<file path="config.mk">
export PLATFORM = sky130hd
export DESIGN_NAME = vga_sync
export DESIGN_NICKNAME = d
export VERILOG_FILES = /design/src/rtl/vga_sync.sv
export SDC_FILE = /design/constraint.sdc
export NUM_CORES = 1
export LEC_CHECK = 0
export CORE_ASPECT_RATIO = 0.7
export CORE_MARGIN = 8
export CORE_UTILIZATION = 57
export CTS_BUF_LIST = sky130_fd_sc_hd__clkbuf_4
export DETAILED_ROUTE_END_ITERATION = 10
export PLACE_DENSITY = 0.87
export SYNTH_ARGS = -nofsm -noshare
export SYNTH_HDL_FRONTEND = slang
export SYNTH_SLANG_ARGS = --single-unit
</file>
<file path="constraint.sdc">
create_clock -name clk -period 3.3 [get_ports clk]
set_input_delay 0.66 -clock clk [delete_from_list [all_inputs] [get_ports clk]]
set_output_delay 0.66 -clock clk [all_outputs]
set_load 0.02 [all_outputs]
</file>
<file path="src/rtl/vga_sync.sv">
// vga_sync: 640x480@60 raster timing generator with pixel-rate divider.
// Sync/videoOn are registered one clk behind x/y to line up with registered rgb.
module vga_sync #(
    parameter int H_VISIBLE = 640,
    parameter int H_FRONT   = 16,
    parameter int H_SYNC    = 96,
    parameter int H_BACK    = 48,
    parameter int V_VISIBLE = 480,
    parameter int V_FRONT   = 10,
    parameter int V_SYNC    = 2,
    parameter int V_BACK    = 33,
    parameter int CLK_DIV   = 4
) (
    input  logic       clk,
    input  logic       rst_n,
    output logic [9:0] x,
    output logic [9:0] y,
    output logic       videoOn,
    output logic       hsync,
    output logic       vsync,
    output logic       pixel_tick,
    output logic       frame_start
);

    localparam int H_TOTAL = H_VISIBLE + H_FRONT + H_SYNC + H_BACK;
    localparam int V_TOTAL = V_VISIBLE + V_FRONT + V_SYNC + V_BACK;
    localparam int DIV_W   = (CLK_DIV > 1) ? $clog2(CLK_DIV) : 1;

    localparam logic [DIV_W-1:0] DIV_LAST = DIV_W'(CLK_DIV - 1);
    localparam logic [9:0]       H_LAST   = 10'(H_TOTAL - 1);
    localparam logic [9:0]       V_LAST   = 10'(V_TOTAL - 1);

    // 11-bit decode constants so a 1024-wide total cannot overflow
    localparam logic [10:0] H_VIS  = 11'(H_VISIBLE);
    localparam logic [10:0] V_VIS  = 11'(V_VISIBLE);
    localparam logic [10:0] HS_BEG = 11'(H_VISIBLE + H_FRONT);
    localparam logic [10:0] HS_END = 11'(H_VISIBLE + H_FRONT + H_SYNC);
    localparam logic [10:0] VS_BEG = 11'(V_VISIBLE + V_FRONT);
    localparam logic [10:0] VS_END = 11'(V_VISIBLE + V_FRONT + V_SYNC);

    if (H_TOTAL > 1024 || V_TOTAL > 1024 || CLK_DIV < 1) begin : g_bad_params
        $error("vga_sync: totals must be <= 1024 and CLK_DIV >= 1");
    end

    logic [DIV_W-1:0] div_q, div_d;
    logic [9:0]       x_q, x_d;
    logic [9:0]       y_q, y_d;
    logic             von_q, von_d;
    logic             hs_q, hs_d;
    logic             vs_q, vs_d;
    logic             fs_q, fs_d;
    logic [10:0]      xe, ye;

    assign pixel_tick = (div_q == DIV_LAST);
    assign xe = {1'b0, x_q};
    assign ye = {1'b0, y_q};

    always_comb begin
        div_d = pixel_tick ? '0 : div_q + 1'b1;
        x_d   = x_q;
        y_d   = y_q;
        fs_d  = 1'b0;
        if (pixel_tick) begin
            if (x_q >= H_LAST) begin
                x_d = '0;
                if (y_q >= V_LAST) begin
                    y_d  = '0;
                    fs_d = 1'b1;
                end else begin
                    y_d = y_q + 10'd1;
                end
            end else begin
                x_d = x_q + 10'd1;
            end
        end
        von_d = (xe < H_VIS) && (ye < V_VIS);
        hs_d  = !((xe >= HS_BEG) && (xe < HS_END));
        vs_d  = !((ye >= VS_BEG) && (ye < VS_END));
    end

    always_ff @(posedge clk or negedge rst_n) begin
        if (!rst_n) begin
            div_q <= '0;
            x_q   <= '0;
            y_q   <= '0;
            von_q <= 1'b0;
            hs_q  <= 1'b1;
            vs_q  <= 1'b1;
            fs_q  <= 1'b0;
        end else begin
            div_q <= div_d;
            x_q   <= x_d;
            y_q   <= y_d;
            von_q <= von_d;
            hs_q  <= hs_d;
            vs_q  <= vs_d;
            fs_q  <= fs_d;
        end
    end

    assign x           = x_q;
    assign y           = y_q;
    assign videoOn     = von_q;
    assign hsync       = hs_q;
    assign vsync       = vs_q;
    assign frame_start = fs_q;

endmodule
</file>
* After elaboration in Yosys (flattened, before gate mapping)
Index checks and enable logic that the tools add are counted.
** Operators by class
- Equal/unequal tests :: 1
- Reduce and logical (&&, ||, !) cells :: 6
- Add/subtract/negate cells :: 3
- Magnitude comparators :: 8
- Multiplexer cells :: 6
** Operators by type and width (number)
- >= comparator 10 bit (second input constant) :: 3
- adder 10 x 1 -> 10 bit (second input constant) :: 2
- less-than comparator 10 bit (second input constant) :: 2
- less-than comparator 10 x 9 -> 1 bit (second input constant) :: 2
- two-way mux 10 bit :: 2
- >= comparator 10 x 9 -> 1 bit (second input constant) :: 1
- logical AND 1 bit :: 3
- two-way mux 1 bit :: 3
- adder 2 x 1 -> 2 bit (second input constant) :: 1
- equality test 2 bit (second input constant) :: 1
- zero test 1 bit :: 2
- two-way mux 2 bit :: 1
- AND reduction 2 bit :: 1
** Storage, ports and cells
- Logic and storage cells :: 31
- Output and inout bits :: 25
- Bits of input ports :: 2
- Register bits :: 26

* Logic depth before layout (Yosys ltp)
- Depth in word-level cells :: 4
- Gate-level depth with buffers :: 6
- Depth with buffers taken out :: 5

* Worst setup path before layout
No wires, ideal clock.
- Kind :: reg2reg
- Start point :: register x_q[1] (netlist: x[1])
- End point :: register y_q[3] (netlist: y[3])
- Path slack :: 1.319 ns
- Period minus slack after synthesis :: 1.981 ns
- Arrival :: 1.890 ns
- Data required time :: 3.210 ns
- Path buffers :: 1
- Cell stages (with the launch flop) :: 7
- Setup time :: 0.090 ns
- Cell sequence :: dfrtp_1 -> ha_1 -> nand4_1 -> o2bb2a_1 -> clkbuf_1 -> or4_1 -> o221ai_1
** Between the ends
- Longest elaborated chain between the ends :: 2
** Ends and longest elaborated chain
- from (decl) :: RTL line 46 : logic [9:0] x_q, x_d;
- from (signal assigned) :: RTL line 84 : x_q <= '0;
- from (signal assigned) :: RTL line 92 : x_q <= x_d;
- >= comparator 10 bit :: RTL line 64 : if (x_q >= H_LAST) begin
- AND reduction 2 bit (no line)
- to (signal assigned) :: RTL line 93 : y_q <= y_d;
- to (decl) :: RTL line 47 : logic [9:0] y_q, y_d;
Every way passes these cells.
A chain may end at the register's enable or synchronous reset.

* Worst setup path after layout
- Start point :: register div_q[0]
- End point :: output port pixel_tick
** Between the ends
- Longest elaborated chain between the ends :: 1
** Ends and longest elaborated chain
- from (decl) :: RTL line 45 : logic [DIV_W-1:0] div_q, div_d;
- from (signal assigned) :: RTL line 91 : div_q <= div_d;
- equality test 2 bit :: RTL line 54 : assign pixel_tick = (div_q == DIV_LAST);
- to (decl) :: RTL line 21 : output logic pixel_tick,
Every way passes these cells.

==> flow_summary_export.csv <==
group,metric,value,unit
run_status,status,"finished clean",
yosys,synthTopCellsByCount,"24 x dfrtp_1, 13 x nor2_1, 10 x inv_1",
yosys,synth_area_leader_cell,"dfrtp_1",
clock_network,cts_buffers,3,
floorplan,die_area,4178,um^2
placed_design,dpl.hpwl,2228,um
clock_network,cts_resized,0,
yosys,ys_async_sr_fraction,1.000,
timing,maxSlewViolCount,0,
floorplan,row_count,14,
routing,wirelength,3089,um
timing,setup_viol,0,
timing,fin_crit_sh,0.7397,
routing,first_pass_iters,6,
clock_network,clk_path_buf_depth,2,
clock_network,htree_levels,1,
pwr,p_leak,0.6934,nW
pwr,peakVddDrop,0.0002410,V
timing,fin_tns_setup,0,ns
grt,grt_pass1_vias,1053,
yosys,synth.distinct_cells,39,
routing,wl_per_cell,15.68,um
yosys,ys.flop_type,"dfrtp_1",
routing,via_per_inst,6.030,
critical_path,crit_required,2.64,ns
placed_design,io_buffers,26,
timing,tightest_slew,0.6004,ns
pwr,power_density,321.7,nW/um^2
finish,antenna_cells,0,
yosys,ys_ff_latch,26,
floorplan,initial_core_util,0.6109,
yosys,syn-num-nets,145,
clock_network,cts_tree,"done",
placed_design,place.gp.congestion,0.9750,
critical_path,end_kind,"output port",
clock_network,cts_setup_buffers,0,
floorplan,core_area,2190,um^2
timing,fmax,409.6,MHz
routing,route.vias.total,1188,
critical_path,crit_fanout,14,
grt,grt_max_degree,27,
clock_network,cts_root_buffer,"clkbuf_4",
grt,grt_pass1_wl,5237,um
critical_path,crit_type,"flop to output port",
yosys,synth.area.top_cells,"dfrtp_1 45%, ha_1 4.7%, dfstp_2 3.9%",
yosys,avgSynthCellArea,9.692,um^2
routing,drc_errors,0,
yosys,synth.most_common_cell,"dfrtp_1",
critical_path,cp-start-kind,"flop",
yosys,ys_seq_area_frac,0.4883,
timing,hold_violations,0,
timing,skew,0.01052,ns
routing,drt_iter0_drc,124,
yosys,synth_top_area_share,0.4490,
finish,drive_above_1_share,0.07273,
yosys,syn_inst,138,
timing,period_needed,2.441,ns
timing,rsz0062_at_grt,"no",
clock_network,clkLatencyLatePin,0.32,ns
grt,grt-ovfl-total,0,
yosys,synth_warnings,0,
finish,final_core_util,0.7691,
timing,max_slew_margin,0.5963,
min_path,hold_path_class,"flop to flop",
floorplan,fp.dieH,56.53,um
routing,ant_nets,0,
critical_path,arrival,1.78,ns
flow_run,cap_violations,0,
grt,antenna_found_initial,0,
yosys,syn_area,1338,um^2
finish,area_delta_synth_final,25.91,%
clock_network,cts_hold_buf,0,
clock_network,clock_sinks,26,
timing,fin_hold_ws,0.4352,ns
grt,grtUsageTotal,0.1566,
floorplan,fp.dieW,73.90,um
clock_network,clk_pin_slew_worst_paths,0.13,ns
yosys,synth_edf_count,0,
finish,final_nets,173,
floorplan,io-pin-count,27,
-- final cells by class --
class	instances	area [um^2]
Sequential cell	26	653.1
Multi-Input combinational cell	97	625.6
Fill cell	158	505.5
Timing Repair Buffer	28	275.3
Tap cell	32	40.04
Inverter	10	37.54
Clock inverter	1	30.03
Clock buffer	3	22.52
-- layer usage --
layer / wire length (um) / track usage / vias to the layer above
met4: 13 / 0.02550 / 0
met1: 1334 / 0.2168 / 570
met3: 274 / 0.05310 / 2
li1: - / - / 555
met5: 0 / 0 / -
met2: 1467 / 0.2300 / 61
-- state kept, by name (all words and copies together), names as in the netlist --
| signal | count |
|---|---|
| videoOn | 1 |
| hsync | 1 |
| y | 10 |
| div_q | 2 |
| vsync | 1 |
| x | 10 |
| frame_start | 1 |
-- kinds of logic (layout without fill, tap and decap cells) --
kind of cell	count (synthesis)	in the layout	synth area share
XOR/XNOR	5	5	0.03275
AND/OR/NAND/NOR	56	56	0.2227
flip-flops	26	26	0.4883
multiplexers	1	1	0.007484
buffers and inverters	15	42	0.04397
adder cells (fa/ha/maj)	5	5	0.04677
AO/OA/AOI/OAI	30	30	0.1581
-- cells in the final DEF (no fill, tap or decap), drive strengths merged --
master          n
o31a            1
or4             2
o21a            1
clkdlybuf4s50  26
o2bb2a          1
nand2           7
nand4b          1
dfstp           2
ha              5
a21oi           7
and2b           1
nor4bb          1
nor2b           1
nor2           13
bufinv          1
nor4            1
and4            1
a22o            4
o2bb2ai         4
buf             2
o22ai           1
clkbuf          3
nor3            8
and2            1
nand4           6
o21ai           6
nand3           9
inv            10
o221ai          1
and3            2
xnor2           3
dfrtp          24
or3             1
xor2            2
o31ai           2
nand2b          1
o311a           1
a41oi           1
mux2i           1
-- path summary, 6_finish.rpt --
kind,startpoint,endpoint,slack (ns),cells past startpoint
max reg2reg,div_q[0],y[4],1.16,5
max in group asynchronous,rst_n,hsync,2.33,2
min reg2reg,div_q[0],div_q[0],0.44,1
min,div_q[0],div_q[0],0.44,1
min in group asynchronous,rst_n,y[3],0.68,2
max,div_q[0],pixel_tick,0.86,2
-- per-stage QoR --
stage / instance area (um^2) / worst slack (ns) / power, mW / instances
2_1_floorplan: 1338 / 1.319 / 0.3247 / 138
3_3_place_gp: 1632 / 1.238 / 0.3328 / 193
3_5_place_dp: 1632 / 1.211 / 0.3330 / 193
4_1_cts: 1684 / 0.8512 / 0.5484 / 197
5_1_grt: 1684 / 0.7444 / 0.5618 / 197
6_report: 1684 / 0.8589 / 0.5417 / 197
-- worst max-delay path, cell delays in order, from the launching register on --
cell             delay (ns)
dfrtp_1                0.37
ha_1                   0.41
clkdlybuf4s50_1        0.69
-- power breakdown --
group          internal (mW)  switching (mW)  total [mW]
clock network          0.123          0.0925       0.215
logic                0.00181         0.00583     0.00764
registers              0.319               0       0.319
total                  0.443          0.0983       0.542
(Power assumes the default switching activity.)
